==> src/rtl/cam_fill_ctrl.sv <==
// rtl/cam_fill_ctrl.sv - lookup/fill controller between a requester, a tag CAM and backing memory
// Optional statistics counters: define CAM_FILL_CTRL_STATS_EN
module cam_fill_ctrl #(
   parameter int WORDS     = 8,
   parameter int BITS      = 8,
   parameter int TAG_SZ    = 8,
   parameter int ADDR_LEFT = $clog2(WORDS) - 1,
   parameter int CNT_W     = 16
) (
   input  logic                 clk,
   input  logic                 rst,
`ifdef CAM_FILL_CTRL_STATS_EN
   output logic [CNT_W-1:0]     hit_cnt,
   output logic [CNT_W-1:0]     miss_cnt,
   output logic [CNT_W-1:0]     evict_cnt,
`endif
   input  logic                 req_valid,
   input  logic [TAG_SZ-1:0]    req_tag,
   output logic                 req_ready,
   output logic                 resp_valid,
   output logic [BITS-1:0]      resp_data,
   output logic                 resp_hit,
   input  logic                 resp_ready,
   input  logic                 flush,
   output logic                 busy,
   output logic [TAG_SZ-1:0]    cam_check_tag,
   output logic                 cam_read,
   output logic                 cam_write_,
   output logic [ADDR_LEFT:0]   cam_w_addr,
   output logic [BITS-1:0]      cam_wdata,
   output logic [TAG_SZ-1:0]    cam_new_tag,
   output logic                 cam_new_valid,
   input  logic [BITS-1:0]      cam_data,
   input  logic                 cam_found,
   input  logic                 cam_full,
   output logic                 mem_req,
   output logic [TAG_SZ-1:0]    mem_tag,
   input  logic                 mem_ack,
   input  logic [BITS-1:0]      mem_rdata
);

   typedef enum logic [2:0] {
      IDLE     = 3'd0,
      LOOKUP   = 3'd1,
      MISS_REQ = 3'd2,
      FILL     = 3'd3,
      RESP     = 3'd4,
      FLUSH    = 3'd5
   } state_t;

   localparam logic [ADDR_LEFT:0] ONE_IDX  = 1;
   localparam logic [ADDR_LEFT:0] LAST_IDX = (ADDR_LEFT + 1)'(WORDS - 1);

   state_t              state, state_nxt;
   logic [TAG_SZ-1:0]   tag_q;
   logic [BITS-1:0]     data_q;
   logic                hit_q;
   logic [ADDR_LEFT:0]  vptr;
   logic [ADDR_LEFT:0]  fidx;

   // State register
   always_ff @(posedge clk or posedge rst) begin
      if (rst) state <= IDLE;
      else     state <= state_nxt;
   end

   // Next-state logic and all state-decoded outputs
   always_comb begin
      state_nxt     = state;
      req_ready     = 1'b0;
      resp_valid    = 1'b0;
      resp_data     = '0;
      resp_hit      = 1'b0;
      busy          = 1'b1;
      cam_check_tag = '0;
      cam_read      = 1'b0;
      cam_write_    = 1'b1;
      cam_w_addr    = '0;
      cam_wdata     = '0;
      cam_new_tag   = '0;
      cam_new_valid = 1'b0;
      mem_req       = 1'b0;
      mem_tag       = '0;
      case (state)
         IDLE: begin
            busy      = 1'b0;
            req_ready = ~flush;
            if (flush)          state_nxt = FLUSH;
            else if (req_valid) state_nxt = LOOKUP;
         end
         LOOKUP: begin
            cam_check_tag = tag_q;
            cam_read      = 1'b1;
            state_nxt     = cam_found ? RESP : MISS_REQ;
         end
         MISS_REQ: begin
            mem_req = 1'b1;
            mem_tag = tag_q;
            if (mem_ack) state_nxt = FILL;
         end
         FILL: begin
            cam_write_    = 1'b0;
            cam_w_addr    = vptr;
            cam_new_tag   = tag_q;
            cam_wdata     = data_q;
            cam_new_valid = 1'b1;
            state_nxt     = RESP;
         end
         RESP: begin
            resp_valid = 1'b1;
            resp_data  = data_q;
            resp_hit   = hit_q;
            if (resp_ready) state_nxt = IDLE;
         end
         FLUSH: begin
            cam_write_ = 1'b0;
            cam_w_addr = fidx;
            if (fidx == LAST_IDX) state_nxt = IDLE;
         end
         default: state_nxt = IDLE;
      endcase
   end

   // Request tag, response data/hit, victim pointer and flush index
   always_ff @(posedge clk or posedge rst) begin
      if (rst) begin
         tag_q  <= '0;
         data_q <= '0;
         hit_q  <= 1'b0;
         vptr   <= '0;
         fidx   <= '0;
      end else begin
         case (state)
            IDLE: begin
               fidx <= '0;
               if (!flush && req_valid) tag_q <= req_tag;
            end
            LOOKUP: begin
               if (cam_found) begin
                  data_q <= cam_data;
                  hit_q  <= 1'b1;
               end
            end
            MISS_REQ: begin
               if (mem_ack) data_q <= mem_rdata;
            end
            FILL: begin
               hit_q <= 1'b0;
               vptr  <= vptr + ONE_IDX;
            end
            FLUSH: begin
               fidx <= fidx + ONE_IDX;
               if (fidx == LAST_IDX) vptr <= '0;
            end
            default: ;
         endcase
      end
   end

`ifdef CAM_FILL_CTRL_STATS_EN
   localparam logic [CNT_W-1:0] ONE_CNT = 1;

   // Saturating hit/miss/eviction counters, cleared at the start of a flush
   always_ff @(posedge clk or posedge rst) begin
      if (rst) begin
         hit_cnt   <= '0;
         miss_cnt  <= '0;
         evict_cnt <= '0;
      end else if (state == FLUSH && fidx == '0) begin
         hit_cnt   <= '0;
         miss_cnt  <= '0;
         evict_cnt <= '0;
      end else begin
         if (state == LOOKUP && cam_found && hit_cnt != '1)   hit_cnt  <= hit_cnt + ONE_CNT;
         if (state == LOOKUP && !cam_found && miss_cnt != '1) miss_cnt <= miss_cnt + ONE_CNT;
         if (state == FILL && cam_full && evict_cnt != '1)    evict_cnt <= evict_cnt + ONE_CNT;
      end
   end
`else
   // cam_full and CNT_W only matter to the statistics counters
   logic [CNT_W:0] unused_stats;
   assign unused_stats = {cam_full, {CNT_W{1'b0}}};
`endif

endmodule

==> config.mk <==
export PLATFORM = sky130hd
export DESIGN_NAME = cam_fill_ctrl
export DESIGN_NICKNAME = d
export VERILOG_FILES = /design/src/rtl/cam_fill_ctrl.sv
export SDC_FILE = /design/constraint.sdc
export NUM_CORES = 1
export LEC_CHECK = 0
export CAP_MARGIN = 15
export CORE_ASPECT_RATIO = 2
export CORE_MARGIN = 4
export CORE_UTILIZATION = 32
export CTS_CLUSTER_DIAMETER = 60
export DETAILED_ROUTE_END_ITERATION = 6
export MAX_ROUTING_LAYER = met4
export PLACE_DENSITY = 0.66
export SYNTH_ARGS = -nofsm -noshare
export SYNTH_HDL_FRONTEND = slang
export SYNTH_SLANG_ARGS = --single-unit
==> constraint.sdc <==
create_clock -name clk -period 4.6 [get_ports clk]
set_input_delay 1.15 -clock clk [delete_from_list [all_inputs] [get_ports clk]]
set_output_delay 1.15 -clock clk [all_outputs]
set_load 0.02 [all_outputs]
Word level (Yosys, flattened, before mapping)
Index checks and enable logic that the tools add are counted.
{ "word_totals": {"input_bits": 32, "reg_bits": 26, "out_inout_bits": 51} }
{ "classes": {"muxes": 28, "bitwise_logic": 1, "n_addsub": 2, "n_reduce_logical": 13, "eq_ne": 11} }
{ "ops": {"columns": ["operator", "count"], "rows": [
  ["two-way mux 8 bit", 7],
  ["two-way mux 3 bit", 6],
  ["case mux 3 bit (2 select lines)", 3],
  ["case mux 3 bit (6 select lines)", 1],
  ["case mux 8 bit (2 select lines)", 1],
  ["equality test 3 bit, second input constant", 3],
  ["two-way mux 1 bit", 9],
  ["!= test 2 bit, second input constant", 4],
  ["nonzero test 2 bit", 4],
  ["adder 3 x 1 -> 3 bit, second input constant", 2],
  ["equality test 3 x 2 -> 1 bit, second input constant", 2],
  ["AND reduction 2 bit", 3],
  ["AND reduction 4 bit", 1],
  ["equality test 3 x 1 -> 1 bit, second input constant", 1],
  ["zero test 3 bit", 1],
  ["!= test 3 bit, second input constant", 1],
  ["AND reduction 3 bit", 1],
  ["case mux 1 bit (2 select lines)", 1],
  ["OR reduction 2 bit", 1],
  ["logical AND 1 bit", 1],
  ["zero test 1 bit", 1],
  ["NOT 1 bit", 1]
]} }

Depth between registers and ports, before layout
Gate-level depths: netlist of the first run.
{ "logic_depth": {"depth_word": 3, "depth_mapped": 5} }

Least setup slack after synthesis of the first run
No wires, ideal clock.
{ "synth_timing": {"path_type": "input to output", "startpoint": "input port flush", "endpoint": "output port req_ready", "required_ns": 3.450, "arrival_ns": 1.456, "setup_slack_ns": 1.994, "cell_stages": 1, "path_cell_list": "nor4_4"} }
{ "synth_via": {"elab_chain_len": 2} }
{ "synth_rtl": {"columns": ["element", "line_no", "rtl"], "rows": [
  ["start: declaration", "24", "input logic flush,"],
  ["NOT 1 bit", "87", "req_ready = ~flush;"],
  ["two-way mux 1 bit", "84", "case (state)"],
  ["end: declaration", "19", "output logic req_ready,"]
]} }
Every way passes these cells.

Final worst setup path of the first run
{ "layout_timing": {"startpoint": "register state[1]", "endpoint": "output port cam_new_valid"} }
{ "layout_via": {"elab_chain_len": 2} }
{ "layout_rtl": {"columns": ["element", "line_no", "rtl"], "rows": [
  ["start: declaration", "54", "state_t state, state_nxt;"],
  ["start signal: assignment", "64", "else state <= state_nxt;"],
  ["equality test 3 x 2 -> 1 bit", "84", null],
  ["two-way mux 1 bit", "84", null],
  ["end: declaration", "32", "output logic cam_new_valid,"]
]} }
Every way passes these cells.

==> report_table.html, run 1 <==
<table>
<tr><th>Metric</th><th>Value</th></tr>
<tr><th colspan="2">Status</th></tr>
<tr><td>Result of the run</td><td>completed</td></tr>
<tr><th colspan="2">Power</th></tr>
<tr><td>Total power after layout</td><td>between 1 and 1.5 mW</td></tr>
<tr><td>Power density over the cells</td><td>~550 mW/mm2</td></tr>
<tr><td>Switching portion of total power</td><td>0.427</td></tr>
<tr><td>Sequential fraction of design power</td><td>0.329</td></tr>
<tr><td>Int Power</td><td>812 uW</td></tr>
<tr><td>Proportion of power drawn by the clock network</td><td>0.089</td></tr>
<tr><td>Combinational group share of total power</td><td>0.582</td></tr>
<tr><td>Max IR drop VDD</td><td>between 0.2 and 0.3 mV</td></tr>
<tr><td>NetSw</td><td>between 600 and 700 uW</td></tr>
<tr><td>Static leakage</td><td>1.13 nW</td></tr>
<tr><th colspan="2">Logic synthesis</th></tr>
<tr><td>Mapped cell area</td><td>approximately 0.0017 mm2</td></tr>
<tr><td>Async set-or-reset flop fraction in the synthesized netlist</td><td>1.00</td></tr>
<tr><td>Compound-Gate Fraction of Synth Area</td><td>0.103</td></tr>
<tr><td>Yosys cell types</td><td>34</td></tr>
<tr><td>Average cell area after synthesis</td><td>10.1 um2</td></tr>
<tr><td>Sequential-to-total area share from yosys stat</td><td>0.392</td></tr>
<tr><td>Combinational family with the most area after synthesis</td><td>simple AND/OR/NAND/NOR gates</td></tr>
<tr><td>Net count of the mapped netlist</td><td>199</td></tr>
<tr><td>Simple-Gate Fraction of Synth Area</td><td>0.252</td></tr>
<tr><td>Cell count after synthesis</td><td>164</td></tr>
<tr><td>EDFF count, synth</td><td>0</td></tr>
<tr><td>Multiplexer share of the synthesized area</td><td>0.175</td></tr>
<tr><td>Number of warning messages in the yosys log</td><td>0</td></tr>
<tr><td>Xor and xnor area share after synthesis</td><td>0</td></tr>
<tr><td>Flip-flop and latch count after synthesis</td><td>26</td></tr>
<tr><td>Commonest register cell after synthesis</td><td>sky130_fd_sc_hd__dfrtp_1</td></tr>
<tr><td>Adder-cell share of the synthesized area</td><td>0.0226</td></tr>
<tr><th colspan="2">STA</th></tr>
<tr><td>Clock tree skew after final layout</td><td>roughly 0.0039 ns</td></tr>
<tr><td>Hold Fails Final Rpt</td><td>0</td></tr>
<tr><td>Final setup violation count</td><td>0</td></tr>
<tr><td>Final critical delay including setup and external delays</td><td>3.69 ns</td></tr>
<tr><td>Maximum achievable frequency</td><td>approximately 270 MHz</td></tr>
<tr><td>Count of pins over their slew limit</td><td>0</td></tr>
<tr><td>Unrepaired setup endpoints after global routing</td><td>no</td></tr>
<tr><td>TNS Setup</td><td>0 ns</td></tr>
<tr><td>Slew @ Worst Pin</td><td>0.583 ns</td></tr>
<tr><td>Max transition margin</td><td>0.611</td></tr>
<tr><td>Tcrit/Tclk final</td><td>0.802</td></tr>
<tr><th colspan="2">Finish</th></tr>
<tr><td>Synthesis-to-layout area growth</td><td>55.3%</td></tr>
<tr><td>Antenna diode count</td><td>0</td></tr>
<tr><td>Post-route standard cell area excluding fillers</td><td>0.00257 mm2</td></tr>
<tr><td>Most frequent standard cell in the layout excluding fill and tap cells</td><td>sky130_fd_sc_hd__clkdlybuf4s50_1</td></tr>
<tr><td>Count of filler cells inserted in the layout</td><td>about 470</td></tr>
<tr><td>Commonest non-fill, non-tap cells in the layout</td><td>sky130_fd_sc_hd__clkdlybuf4s50_1, sky130_fd_sc_hd__dfrtp_1, sky130_fd_sc_hd__and3_1</td></tr>
<tr><td>Share of cells above drive strength 1</td><td>0.150</td></tr>
<tr><td>Total number of nets in the final design</td><td>277</td></tr>
<tr><th colspan="2">Place</th></tr>
<tr><td>Total cell area at the placement stage</td><td>0.00251 mm2</td></tr>
<tr><td>GP Congestion</td><td>0.900</td></tr>
<tr><td>HPWL after detailed placement</td><td>3.81 mm</td></tr>
<tr><td>Port Buf Inserts</td><td>between 80 and 90</td></tr>
<tr><th colspan="2">Global routing</th></tr>
<tr><td>Aggregate global-route resource usage</td><td>0.165</td></tr>
<tr><td>Number of global-route vias before repair</td><td>1565</td></tr>
<tr><td>Number of antenna violations at the first check in global routing</td><td>0</td></tr>
<tr><td>Overall overflow remaining after global route</td><td>0</td></tr>
<tr><td>Wire length of the first global-routing pass</td><td>7.82 mm</td></tr>
<tr><td>Maximum number of pins on one net before global-route repair</td><td>27</td></tr>
<tr><th colspan="2">Clock network</th></tr>
<tr><td>Buffer count from post-CTS setup fixing</td><td>0</td></tr>
<tr><td>Root buf cell</td><td>sky130_fd_sc_hd__clkbuf_8</td></tr>
<tr><td># clock sinks</td><td>26</td></tr>
<tr><td>Buffers from clock root to sink, at most</td><td>2</td></tr>
<tr><td>CTS H-Tree Depth</td><td>1</td></tr>
<tr><td>Inserted Clock Buffers</td><td>3</td></tr>
<tr><td>Count of instances resized after the clock tree is built</td><td>0</td></tr>
<tr><td>Insertion delay to the later sink of the worst-skew pair</td><td>around 0.26 ns</td></tr>
<tr><td>Clock tree from TritonCTS</td><td>done</td></tr>
<tr><td>Hold bufs inserted after CTS</td><td>0</td></tr>
<tr><td>Clock transition at the registers of the reported paths</td><td>0.09 ns</td></tr>
<tr><th colspan="2">Detailed routing</th></tr>
<tr><td>Mean number of vias per cell</td><td>5.15</td></tr>
<tr><td>Vias</td><td>1531</td></tr>
<tr><td>Wire length reported by the detailed router</td><td>4.95 mm</td></tr>
<tr><td>Routed WL per cell</td><td>around 17 um</td></tr>
<tr><td>Number of nets still failing antenna checks after routing</td><td>0</td></tr>
<tr><td>Router iterations before antenna repair</td><td>4</td></tr>
<tr><td>Number of remaining DRC errors</td><td>0</td></tr>
<tr><td>DRC marker count from the first detailed-route iteration</td><td>40</td></tr>
<tr><th colspan="2">Die</th></tr>
<tr><td>Std-Cell Core Area</td><td>0.00495 mm2</td></tr>
<tr><td>Starting density of the core</td><td>0.335</td></tr>
<tr><td>Number of rows in the core area</td><td>36</td></tr>
<tr><td>Full die area</td><td>0.00647 mm2</td></tr>
<tr><td>I/O pins</td><td>83</td></tr>
<tr><td>Horizontal die dimension</td><td>58.9 um</td></tr>
<tr><td>Chip Height</td><td>between 100 and 150 um</td></tr>
<tr><th colspan="2">Setup path</th></tr>
<tr><td>Critical Path Fanout Max</td><td>19</td></tr>
<tr><td>Cell-by-cell trace of the critical path</td><td>nor2b_1, buf_4, nand2_1, inv_1, clkdlybuf4s50_1</td></tr>
<tr><td>Critical path arrival</td><td>2.54 ns</td></tr>
<tr><td>Delay contributed by the slowest stage of the critical path</td><td>~0.72 ns</td></tr>
<tr><td>Top delay family on crit path</td><td>buffers and inverters</td></tr>
<tr><td>Category of the worst setup path launch point</td><td>flip-flop</td></tr>
<tr><td>Path type of the worst setup path</td><td>flip-flop to primary output</td></tr>
<tr><td>Critical-path cell with the highest stage delay</td><td>sky130_fd_sc_hd__dfrtp_1</td></tr>
<tr><td>Buf/Inv on CP</td><td>3</td></tr>
<tr><td>CP Capture Type</td><td>primary output</td></tr>
<tr><td>Required time of the critical path</td><td>about 3.5 ns</td></tr>
<tr><th colspan="2">Hold path</th></tr>
<tr><td>Hold crit path type</td><td>flip-flop to flip-flop</td></tr>
<tr><th colspan="2">Job</th></tr>
<tr><td>Max-capacitance violation count</td><td>0</td></tr>
</table>
-- stage by stage --
stage	hold WS [ns]	cells	utilization	worst slack [ns]
6_report	0.527	297	0.520	0.909
5_1_grt	0.552	297	0.520	0.630
4_1_cts	0.530	296	0.514	0.874
3_5_place_dp	0.509	293	0.506	0.981
3_3_place_gp	0.497	293	0.506	0.990
2_1_floorplan	0.465	164	-	1.99
-- worst reg2reg max path: stages (launching register included) --
cell	delay [ns]
sky130_fd_sc_hd__dfrtp_1	0.71
sky130_fd_sc_hd__buf_4	0.33
sky130_fd_sc_hd__nand3b_1	0.12
sky130_fd_sc_hd__a21oi_2	0.41
sky130_fd_sc_hd__mux2_2	0.40
-- Yosys cell counts, types with 2 or more instances --
library cell	instances	share of area
sky130_fd_sc_hd__dfrtp_1	26	0.39
sky130_fd_sc_hd__and3_1	25	0.094
sky130_fd_sc_hd__mux2_2	24	0.16
sky130_fd_sc_hd__and2_1	16	0.060
sky130_fd_sc_hd__inv_1	7	0.016
sky130_fd_sc_hd__a22o_1	6	0.032
sky130_fd_sc_hd__a21oi_1	5	0.015
sky130_fd_sc_hd__buf_2	5	0.015
sky130_fd_sc_hd__clkbuf_1	5	0.011
sky130_fd_sc_hd__nor2_1	5	0.011
sky130_fd_sc_hd__a22oi_1	4	0.018
sky130_fd_sc_hd__nor3_1	4	0.012
sky130_fd_sc_hd__ha_1	3	0.023
sky130_fd_sc_hd__nand3b_1	3	0.014
sky130_fd_sc_hd__buf_4	2	0.0091
sky130_fd_sc_hd__mux2i_1	2	0.012
sky130_fd_sc_hd__nand2_1	2	0.0045
sky130_fd_sc_hd__nand2b_1	2	0.0075
sky130_fd_sc_hd__nor2b_1	2	0.0075
sky130_fd_sc_hd__o21ai_0	2	0.0060
-- layout make-up --
class | count | area [um2] | share of cell area
clock buffer | 3 | 41.3 | 0.0160
inverter | 7 | 26.3 | 0.0102
multi-input combinational | 118 | 917 | 0.356
sequential | 26 | 651 | 0.253
tap | 57 | 71.3 | 0.0277
timing repair buffer | 86 | 868 | 0.337
-- state kept, by name, summed over array words and instances, names as in the netlist --
signal and flops:
hit_q 1, fidx 3, vptr 3, state 3, tag_q 8, data_q 8
-- logic make-up after synthesis --
group / count (synthesis)
and+or+nand+nor: 65
buffers and inverters: 20
muxes: 26
adders and majority gates: 3
DFF: 26
AOI/OAI and AO/OA: 24
-- power groups by stage --
| stage | Sequential (mW) | Combinational [mW] | Clock [mW] |
|---|---|---|---|
| global placement | 0.468 | 0.822 | 0 |
| finish | 0.466 | 0.824 | 0.126 |
| global route | 0.489 | 0.895 | 0.143 |
| floorplan | 0.390 | 0.578 | 0 |
| CTS | 0.467 | 0.833 | 0.134 |
| detailed placement | 0.472 | 0.829 | 0 |
-- routing by layer --
metal	vias to the layer above	part of all wire	GRT usage
li1	740	-	-
met1	742	0.36	0.175
met4	0	0.041	0.0924
met2	39	0.57	0.293
met5	-	0	-
met3	10	0.028	0.00940
-- final timing paths --
check,from,to,slack (ns),cells after the start
max in group asynchronous,rst,tag_q[4]$_DFFE_PP0P_,3.15,3
worst max-delay path,state[1]$_DFFE_PP0P_,cam_new_valid,0.91,5
min in group asynchronous,rst,vptr[0]$_DFFE_PP0P_,1.08,2
worst max register to register,state[0]$_DFFE_PP0P_,data_q[2]$_DFFE_PP0P_,2.52,4
worst min register to register,data_q[1]$_DFFE_PP0P_,data_q[1]$_DFFE_PP0P_,0.53,1
worst min-delay path,data_q[1]$_DFFE_PP0P_,data_q[1]$_DFFE_PP0P_,0.53,1
No activity file was read; power rests on OpenSTA's default activity.
==> run 2, diff against run 1 <==
--- a/config.mk
+++ b/config.mk
@@ -12,7 +12,7 @@
 export CTS_CLUSTER_DIAMETER = 60
 export DETAILED_ROUTE_END_ITERATION = 6
 export MAX_ROUTING_LAYER = met4
-export PLACE_DENSITY = 0.66
+export PLACE_DENSITY = 0.69
 export SYNTH_ARGS = -nofsm -noshare
 export SYNTH_HDL_FRONTEND = slang
 export SYNTH_SLANG_ARGS = --single-unit
==> constraint.sdc (replaced) <==
create_clock -name clk -period 3.3 [get_ports clk]
set_input_delay 0.825 -clock clk [delete_from_list [all_inputs] [get_ports clk]]
set_output_delay 0.825 -clock clk [all_outputs]
set_load 0.02 [all_outputs]
==> run 2 against run 1 <==
Against the previous run:
- worst setup slack worse by 0.66 ns
- first-iteration DRC count up 13%
- non-clock buffer count up 3
- clock skew up 0.00058 ns
- critical path type unchanged
- largest cell class unchanged
==> report_table.html, run 2 (synthesized netlist as in run 1, its figures left out) <==
<table>
<tr><th>Metric</th><th>Value</th></tr>
<tr><th colspan="2">Status</th></tr>
<tr><td>Result of the run</td><td>completed (unchanged)</td></tr>
<tr><th colspan="2">Clock network</th></tr>
<tr><td>Clock transition at the registers of the reported paths</td><td>0.08 ns (was 0.09 ns)</td></tr>
<tr><td>Hold bufs inserted after CTS</td><td>0 (unchanged)</td></tr>
<tr><td>CTS H-Tree Depth</td><td>1 (unchanged)</td></tr>
<tr><td>Buffers from clock root to sink, at most</td><td>2 (unchanged)</td></tr>
<tr><td># clock sinks</td><td>26 (unchanged)</td></tr>
<tr><td>Clock tree from TritonCTS</td><td>done (unchanged)</td></tr>
<tr><td>Buffer count from post-CTS setup fixing</td><td>0 (unchanged)</td></tr>
<tr><td>Count of instances resized after the clock tree is built</td><td>0 (unchanged)</td></tr>
<tr><td>Insertion delay to the later sink of the worst-skew pair</td><td>0.26 ns (about the same)</td></tr>
<tr><td>Inserted Clock Buffers</td><td>3 (unchanged)</td></tr>
<tr><td>Root buf cell</td><td>sky130_fd_sc_hd__clkbuf_8 (unchanged)</td></tr>
<tr><th colspan="2">Detailed routing</th></tr>
<tr><td>Number of remaining DRC errors</td><td>0 (unchanged)</td></tr>
<tr><td>Vias</td><td>1528 (was 1531)</td></tr>
<tr><td>DRC marker count from the first detailed-route iteration</td><td>45 (was 40)</td></tr>
<tr><td>Number of nets still failing antenna checks after routing</td><td>0 (unchanged)</td></tr>
<tr><td>Routed WL per cell</td><td>16.7 um (about the same)</td></tr>
<tr><td>Mean number of vias per cell</td><td>5.09 (was 5.15)</td></tr>
<tr><td>Wire length reported by the detailed router</td><td>5.01 mm (was 4.95 mm)</td></tr>
<tr><td>Router iterations before antenna repair</td><td>4 (unchanged)</td></tr>
<tr><th colspan="2">Hold path</th></tr>
<tr><td>Hold crit path type</td><td>flip-flop to flip-flop (unchanged)</td></tr>
<tr><td>Worst hold path depth</td><td>1 (unchanged)</td></tr>
<tr><th colspan="2">Place</th></tr>
<tr><td>Port Buf Inserts</td><td>81 (unchanged)</td></tr>
<tr><td>HPWL after detailed placement</td><td>3.86 mm (was 3.81 mm)</td></tr>
<tr><td>Worst-case setup slack after placement</td><td>0.329 ns (was 0.981 ns)</td></tr>
<tr><td>Placed insts</td><td>297 (was 293)</td></tr>
<tr><td>GP Congestion</td><td>0.857 (was 0.900)</td></tr>
<tr><td>Total cell area at the placement stage</td><td>0.00254 mm2 (was 0.00251 mm2)</td></tr>
<tr><th colspan="2">Global routing</th></tr>
<tr><td>Maximum number of pins on one net before global-route repair</td><td>27 (unchanged)</td></tr>
<tr><td>Number of antenna violations at the first check in global routing</td><td>0 (unchanged)</td></tr>
<tr><td>Wire length of the first global-routing pass</td><td>8.08 mm (was 7.82 mm)</td></tr>
<tr><td>Number of global-route vias before repair</td><td>1650 (was 1565)</td></tr>
<tr><td>Overall overflow remaining after global route</td><td>0 (unchanged)</td></tr>
<tr><td>Aggregate global-route resource usage</td><td>0.170 (was 0.165)</td></tr>
<tr><th colspan="2">Finish</th></tr>
<tr><td>Non-filler instance count after layout</td><td>300 (was 297)</td></tr>
<tr><td>Post-route standard cell area excluding fillers</td><td>0.00258 mm2 (was 0.00257 mm2)</td></tr>
<tr><td>Share of cells above drive strength 1</td><td>0.160 (was 0.150)</td></tr>
<tr><td>Synthesis-to-layout area growth</td><td>55.5% (was 55.3%)</td></tr>
<tr><td>Antenna diode count</td><td>0 (unchanged)</td></tr>
<tr><td>Commonest non-fill, non-tap cells in the layout</td><td>sky130_fd_sc_hd__clkdlybuf4s50_1, sky130_fd_sc_hd__dfrtp_1, sky130_fd_sc_hd__and3_1 (unchanged)</td></tr>
<tr><td>Biggest regs</td><td>data_q (8), tag_q (8) (unchanged)</td></tr>
<tr><td>Most frequent standard cell in the layout excluding fill and tap cells</td><td>sky130_fd_sc_hd__clkdlybuf4s50_1 (unchanged)</td></tr>
<tr><td>Total number of nets in the final design</td><td>280 (was 277)</td></tr>
<tr><td>Count of filler cells inserted in the layout</td><td>476 (was 468)</td></tr>
<tr><th colspan="2">STA</th></tr>
<tr><td>Maximum achievable frequency</td><td>328 MHz</td></tr>
<tr><td>Tcrit/Tclk final</td><td>0.925</td></tr>
<tr><td>Final setup slack of the worst path</td><td>0.247 ns (was 0.909 ns)</td></tr>
<tr><td>Post-route worst hold slack</td><td>0.523 ns (was 0.527 ns)</td></tr>
<tr><td>TNS Setup</td><td>0 ns (unchanged)</td></tr>
<tr><td>Final critical delay including setup and external delays</td><td>between 3 and 4 ns</td></tr>
<tr><td>Clock tree skew after final layout</td><td>0.00449 ns (was 0.00391 ns)</td></tr>
<tr><td>Final setup violation count</td><td>0 (unchanged)</td></tr>
<tr><td>Unrepaired setup endpoints after global routing</td><td>no (unchanged)</td></tr>
<tr><td>Count of pins over their slew limit</td><td>0 (unchanged)</td></tr>
<tr><td>Hold Fails Final Rpt</td><td>0 (unchanged)</td></tr>
<tr><td>Slew @ Worst Pin</td><td>0.539 ns (was 0.583 ns)</td></tr>
<tr><td>Max transition margin</td><td>0.641 (was 0.611)</td></tr>
<tr><th colspan="2">Setup path</th></tr>
<tr><td>Critical Path Fanout Max</td><td>13 (was 19)</td></tr>
<tr><td>Required time of the critical path</td><td>2.47 ns (was 3.45 ns)</td></tr>
<tr><td>Critical path arrival</td><td>2.23 ns (was 2.54 ns)</td></tr>
<tr><td>Depth of the worst register-to-register path</td><td>4 (unchanged)</td></tr>
<tr><td>CP Capture Type</td><td>primary output (unchanged)</td></tr>
<tr><td>Category of the worst setup path launch point</td><td>flip-flop (unchanged)</td></tr>
<tr><td>Path type of the worst setup path</td><td>flip-flop to primary output (unchanged)</td></tr>
<tr><th colspan="2">Die</th></tr>
<tr><td>Horizontal die dimension</td><td>58.9 um (unchanged)</td></tr>
<tr><td>Full die area</td><td>0.00647 mm2 (unchanged)</td></tr>
<tr><td>I/O pins</td><td>83 (unchanged)</td></tr>
<tr><td>Chip Height</td><td>110 um (unchanged)</td></tr>
<tr><td>Number of rows in the core area</td><td>36 (unchanged)</td></tr>
<tr><td>Std-Cell Core Area</td><td>0.00495 mm2 (unchanged)</td></tr>
<tr><td>Starting density of the core</td><td>0.335 (unchanged)</td></tr>
<tr><th colspan="2">Power</th></tr>
<tr><td>Power density over the cells</td><td>778 mW/mm2 (was 550 mW/mm2)</td></tr>
<tr><td>Static leakage</td><td>1.14 nW (was 1.13 nW)</td></tr>
<tr><td>Max IR drop VDD</td><td>0.500 mV (was 0.298 mV)</td></tr>
<tr><th colspan="2">Job</th></tr>
<tr><td>Max-capacitance violation count</td><td>0 (unchanged)</td></tr>
</table>
==> run 2: changes by cell type in the layout (fill, tap and decap cells not counted), sizes merged <==
| cell | previous run | this run |
|---|---|---|
| buf | 5 | 8 |
==> run 2: power breakdown <==
part           switching [mW]  internal (mW)
registers               0.145          0.462
clock network          0.0905         0.0816
logic                   0.618          0.607
total                   0.853           1.15
==> run 2: cell type report <==
cell class	count	area, um2	area share
clock buffer	3	41.3	0.0160
inverter	7	26.3	0.0102
multi-input combinational	118	917	0.356
sequential	26	651	0.252
tap	57	71.3	0.0277
timing repair buffer	89	871	0.338
==> run 2: critical path: stages, from the launching register on <==
cell	delay, ns
sky130_fd_sc_hd__dfrtp_1	0.69
sky130_fd_sc_hd__and2b_1	0.44
sky130_fd_sc_hd__and3_1	0.23
sky130_fd_sc_hd__clkdlybuf4s50_1	0.60
==> run 2: path summary, 6_finish.rpt <==
kind | from | to | slack, ns
hold reg to reg | hit_q$_DFFE_PP0P_ | hit_q$_DFFE_PP0P_ | 0.52
setup / recovery | state[2]$_DFFE_PP0P_ | resp_data[0] | 0.25
setup reg to reg | state[2]$_DFFE_PP0P_ | data_q[3]$_DFFE_PP0P_ | 1.24
hold / removal | hit_q$_DFFE_PP0P_ | hit_q$_DFFE_PP0P_ | 0.52
max in group asynchronous | rst | state[1]$_DFFE_PP0P_ | 2.14
min in group asynchronous | rst | fidx[2]$_DFFE_PP0P_ | 0.91
==> run 2: through the flow <==
stage	total power [mW]	utilization
3_5_place_dp	1.86	0.512
4_1_cts	2.04	0.520
2_1_floorplan	1.35	-
5_1_grt	2.16	0.520
3_3_place_gp	1.83	0.512
6_report	2.00	0.520
==> run 2: per-layer routing <==
metal  global-route usage  wire length (um)
met5                    -                 0
met1                0.185              1820
met3              0.00823               102
met4               0.0810               127
met2                0.306              2960
==> run 3, diff against run 2 <==
--- a/config.mk
+++ b/config.mk
@@ -11,8 +11,9 @@
 export CORE_UTILIZATION = 32
 export CTS_CLUSTER_DIAMETER = 60
 export DETAILED_ROUTE_END_ITERATION = 6
+export DONT_BUFFER_PORTS = 1
 export MAX_ROUTING_LAYER = met4
-export PLACE_DENSITY = 0.69
+export SLEW_MARGIN = 20
 export SYNTH_ARGS = -nofsm -noshare
 export SYNTH_HDL_FRONTEND = slang
 export SYNTH_SLANG_ARGS = --single-unit
==> run 3 against run 2 <==
Against the previous run:
- register-to-register slack got worse by 0.26 ns
- first-iteration DRC count increased by 44%
- sequential share of layout area up 11 points
- utilization fell by 16 points
- global-route usage down 3.2 points
- critical path type unchanged
==> report_table.html, run 3 (synthesized netlist as in run 1, its figures left out) <==
<table>
<tr><th>Metric</th><th>Value</th></tr>
<tr><th colspan="2">Status</th></tr>
<tr><td>Result of the run</td><td>completed (unchanged)</td></tr>
<tr><th colspan="2">Finish</th></tr>
<tr><td>Biggest regs</td><td>data_q (8), tag_q (8) (unchanged)</td></tr>
<tr><td>Util after Layout</td><td>0.361 (was 0.520)</td></tr>
<tr><td>Share of cells above drive strength 1</td><td>0.256 (was 0.160)</td></tr>
<tr><td>Total number of nets in the final design</td><td>201 (was 280)</td></tr>
<tr><td>Commonest non-fill, non-tap cells in the layout</td><td>sky130_fd_sc_hd__dfrtp_1, sky130_fd_sc_hd__and3_1, sky130_fd_sc_hd__mux2_2 (was sky130_fd_sc_hd__clkdlybuf4s50_1, sky130_fd_sc_hd__dfrtp_1, sky130_fd_sc_hd__and3_1)</td></tr>
<tr><td>Synthesis-to-layout area growth</td><td>7.77% (was 55.5%)</td></tr>
<tr><td>Non-filler instance count after layout</td><td>221 (was 300)</td></tr>
<tr><td>Most frequent standard cell in the layout excluding fill and tap cells</td><td>sky130_fd_sc_hd__dfrtp_1 (was sky130_fd_sc_hd__clkdlybuf4s50_1)</td></tr>
<tr><td>Antenna diode count</td><td>0 (unchanged)</td></tr>
<tr><th colspan="2">STA</th></tr>
<tr><td>Final critical delay including setup and external delays</td><td>2.88 ns (was 3.05 ns)</td></tr>
<tr><td>Final setup slack of the worst path</td><td>0.418 ns (was 0.247 ns)</td></tr>
<tr><td>Unrepaired setup endpoints after global routing</td><td>no (unchanged)</td></tr>
<tr><td>Hold Fails Final Rpt</td><td>0 (unchanged)</td></tr>
<tr><td>Final setup violation count</td><td>0 (unchanged)</td></tr>
<tr><td>Maximum achievable frequency</td><td>347 MHz (was 328 MHz)</td></tr>
<tr><td>Clock tree skew after final layout</td><td>0.00243 ns (was 0.00449 ns)</td></tr>
<tr><td>Slew @ Worst Pin</td><td>0.959 ns (was 0.539 ns)</td></tr>
<tr><td>Max transition margin</td><td>0.357 (was 0.641)</td></tr>
<tr><td>Count of pins over their slew limit</td><td>0 (unchanged)</td></tr>
<tr><td>Tcrit/Tclk final</td><td>0.873 (was 0.925)</td></tr>
<tr><td>TNS Setup</td><td>0 ns (unchanged)</td></tr>
<tr><th colspan="2">Global routing</th></tr>
<tr><td>Number of global-route vias before repair</td><td>1277 (was 1650)</td></tr>
<tr><td>Wire length of the first global-routing pass</td><td>6.52 mm (was 8.08 mm)</td></tr>
<tr><td>Overall overflow remaining after global route</td><td>0 (unchanged)</td></tr>
<tr><td>Aggregate global-route resource usage</td><td>0.138 (was 0.170)</td></tr>
<tr><td>Number of antenna violations at the first check in global routing</td><td>0 (unchanged)</td></tr>
<tr><td>Maximum number of pins on one net before global-route repair</td><td>27 (unchanged)</td></tr>
<tr><th colspan="2">Detailed routing</th></tr>
<tr><td>Vias</td><td>1242 (was 1528)</td></tr>
<tr><td>Routed WL per cell</td><td>20.2 um (was 16.7 um)</td></tr>
<tr><td>Router iterations before antenna repair</td><td>4 (unchanged)</td></tr>
<tr><td>Mean number of vias per cell</td><td>5.62 (was 5.09)</td></tr>
<tr><td>Wire length reported by the detailed router</td><td>4.46 mm (was 5.01 mm)</td></tr>
<tr><td>Number of nets still failing antenna checks after routing</td><td>0 (unchanged)</td></tr>
<tr><td>DRC marker count from the first detailed-route iteration</td><td>65 (was 45)</td></tr>
<tr><td>Number of remaining DRC errors</td><td>0 (unchanged)</td></tr>
<tr><th colspan="2">Place</th></tr>
<tr><td>Worst-case setup slack after placement</td><td>0.716 ns (was 0.329 ns)</td></tr>
<tr><td>Placed insts</td><td>218 (was 297)</td></tr>
<tr><td>Port Buf Inserts</td><td>0 (was 81)</td></tr>
<tr><td>HPWL after detailed placement</td><td>3.31 mm (was 3.86 mm)</td></tr>
<tr><td>GP Congestion</td><td>0.840 (was 0.857)</td></tr>
<tr><th colspan="2">Setup path</th></tr>
<tr><td>Required time of the critical path</td><td>2.47 ns (about the same)</td></tr>
<tr><td>Critical path arrival</td><td>2.06 ns (was 2.23 ns)</td></tr>
<tr><td>Buf/Inv on CP</td><td>2 (was 1)</td></tr>
<tr><td>Delay contributed by the slowest stage of the critical path</td><td>0.69 ns (about the same)</td></tr>
<tr><td>Category of the worst setup path launch point</td><td>flip-flop (unchanged)</td></tr>
<tr><td>WP depth</td><td>4 (was 3)</td></tr>
<tr><td>Critical-path cell with the highest stage delay</td><td>sky130_fd_sc_hd__dfrtp_1 (unchanged)</td></tr>
<tr><td>Endpoint of the most critical setup path</td><td>cam_check_tag[7] (was resp_data[0])</td></tr>
<tr><td>RR Endpoint</td><td>data_q[2]$_DFFE_PP0P_ (was data_q[3]$_DFFE_PP0P_)</td></tr>
<tr><td>Top delay family on crit path</td><td>flip-flops (unchanged)</td></tr>
<tr><td>Source of the critical timing path</td><td>state[0]$_DFFE_PP0P_ (was state[2]$_DFFE_PP0P_)</td></tr>
<tr><td>CP Capture Type</td><td>primary output (unchanged)</td></tr>
<tr><td>Worst reg2reg path startpoint</td><td>state[1]$_DFFE_PP0P_ (was state[2]$_DFFE_PP0P_)</td></tr>
<tr><td>Cell-by-cell trace of the critical path</td><td>inv_1, nor3_2, buf_4, and2_1 (was and2b_1, and3_1, clkdlybuf4s50_1)</td></tr>
<tr><td>Depth of the worst register-to-register path</td><td>4 (unchanged)</td></tr>
<tr><td>Path type of the worst setup path</td><td>flip-flop to primary output (unchanged)</td></tr>
<tr><td>R2R Setup Slk</td><td>0.98 ns (was 1.24 ns)</td></tr>
<tr><td>Critical Path Fanout Max</td><td>18 (was 13)</td></tr>
<tr><th colspan="2">Power</th></tr>
<tr><td>Max IR drop VDD</td><td>0.391 mV (was 0.500 mV)</td></tr>
<tr><td>Total power after layout</td><td>1.71 mW (was 2.00 mW)</td></tr>
<tr><td>Power density over the cells</td><td>955 mW/mm2 (was 778 mW/mm2)</td></tr>
<tr><td>NetSw</td><td>821 uW (was 853 uW)</td></tr>
<tr><td>Combinational group share of total power</td><td>0.513 (was 0.611)</td></tr>
<tr><td>Sequential fraction of design power</td><td>0.385 (was 0.303)</td></tr>
<tr><td>Int Power</td><td>886 uW (was 1.15 mW)</td></tr>
<tr><td>Switching portion of total power</td><td>0.481 (was 0.426)</td></tr>
<tr><td>Static leakage</td><td>0.855 nW (was 1.14 nW)</td></tr>
<tr><td>Proportion of power drawn by the clock network</td><td>0.102 (was 0.086)</td></tr>
<tr><th colspan="2">Die</th></tr>
<tr><td>Horizontal die dimension</td><td>58.9 um (unchanged)</td></tr>
<tr><td>Number of rows in the core area</td><td>36 (unchanged)</td></tr>
<tr><td>I/O pins</td><td>83 (unchanged)</td></tr>
<tr><td>Full die area</td><td>0.00647 mm2 (unchanged)</td></tr>
<tr><td>Starting density of the core</td><td>0.335 (unchanged)</td></tr>
<tr><td>Chip Height</td><td>110 um (unchanged)</td></tr>
<tr><td>Std-Cell Core Area</td><td>0.00495 mm2 (unchanged)</td></tr>
<tr><th colspan="2">Clock network</th></tr>
<tr><td>CTS H-Tree Depth</td><td>1 (unchanged)</td></tr>
<tr><td># clock sinks</td><td>26 (unchanged)</td></tr>
<tr><td>Clock transition at the registers of the reported paths</td><td>0.08 ns (about the same)</td></tr>
<tr><td>Count of instances resized after the clock tree is built</td><td>0 (unchanged)</td></tr>
<tr><td>Root buf cell</td><td>sky130_fd_sc_hd__clkbuf_8 (unchanged)</td></tr>
<tr><td>Insertion delay to the later sink of the worst-skew pair</td><td>0.26 ns (about the same)</td></tr>
<tr><td>Buffer count from post-CTS setup fixing</td><td>0 (unchanged)</td></tr>
<tr><td>Inserted Clock Buffers</td><td>3 (unchanged)</td></tr>
<tr><td>Clock tree from TritonCTS</td><td>done (unchanged)</td></tr>
<tr><td>Hold bufs inserted after CTS</td><td>0 (unchanged)</td></tr>
<tr><td>Buffers from clock root to sink, at most</td><td>2 (unchanged)</td></tr>
<tr><th colspan="2">Job</th></tr>
<tr><td>Max-capacitance violation count</td><td>0 (unchanged)</td></tr>
<tr><th colspan="2">Hold path</th></tr>
<tr><td>Hold crit path type</td><td>flip-flop to flip-flop (unchanged)</td></tr>
</table>
run 3: metal layers:
| metal | global-route usage | share of wire | vias to the layer above |
|---|---|---|---|
| met5 | - | 0 | - |
| met2 | 0.234 | 0.55 | 38 |
| met1 | 0.155 | 0.39 | 611 |
| met4 | 0.0697 | 0.025 | 0 |
| li1 | - | - | 587 |
| met3 | 0.0165 | 0.040 | 6 |
run 3: power groups by stage:
| stage | Clock (mW) | Combinational (mW) | Sequential, mW |
|---|---|---|---|
| after global routing | 0.197 | 0.956 | 0.686 |
| after floorplan | 0 | 0.806 | 0.544 |
| after global placement | 0 | 0.876 | 0.655 |
| after detailed placement | 0 | 0.883 | 0.661 |
| final | 0.175 | 0.875 | 0.657 |
| after CTS | 0.189 | 0.886 | 0.654 |
run 3: how the worst min path moves through the flow:
| stage | endpoint | start | cells past startpoint |
|---|---|---|---|
| 2_1_floorplan | hit_q$_DFFE_PP0P_ | hit_q$_DFFE_PP0P_ | 1 |
| 3_3_place_gp | data_q[4]$_DFFE_PP0P_ | data_q[4]$_DFFE_PP0P_ | 1 |
| 3_5_place_dp | data_q[4]$_DFFE_PP0P_ | data_q[4]$_DFFE_PP0P_ | 1 |
| 4_1_cts | data_q[4]$_DFFE_PP0P_ | data_q[4]$_DFFE_PP0P_ | 1 |
| 5_1_grt | hit_q$_DFFE_PP0P_ | hit_q$_DFFE_PP0P_ | 1 |
| 6_report | data_q[4]$_DFFE_PP0P_ | data_q[4]$_DFFE_PP0P_ | 1 |
run 3: final cells by class:
type	count	area, um2
fill	521	3170
multi-input combinational	118	922
sequential	26	651
timing repair buffer	10	75.1
tap	57	71.3
clock buffer	3	41.3
inverter	7	26.3
run 3: stage by stage:
step           hold slack [ns]  area, um2
2_1_floorplan            0.465       1660
3_3_place_gp             0.501       1750
3_5_place_dp             0.509       1750
4_1_cts                  0.530       1790
5_1_grt                  0.551       1790
6_report                 0.524       1790
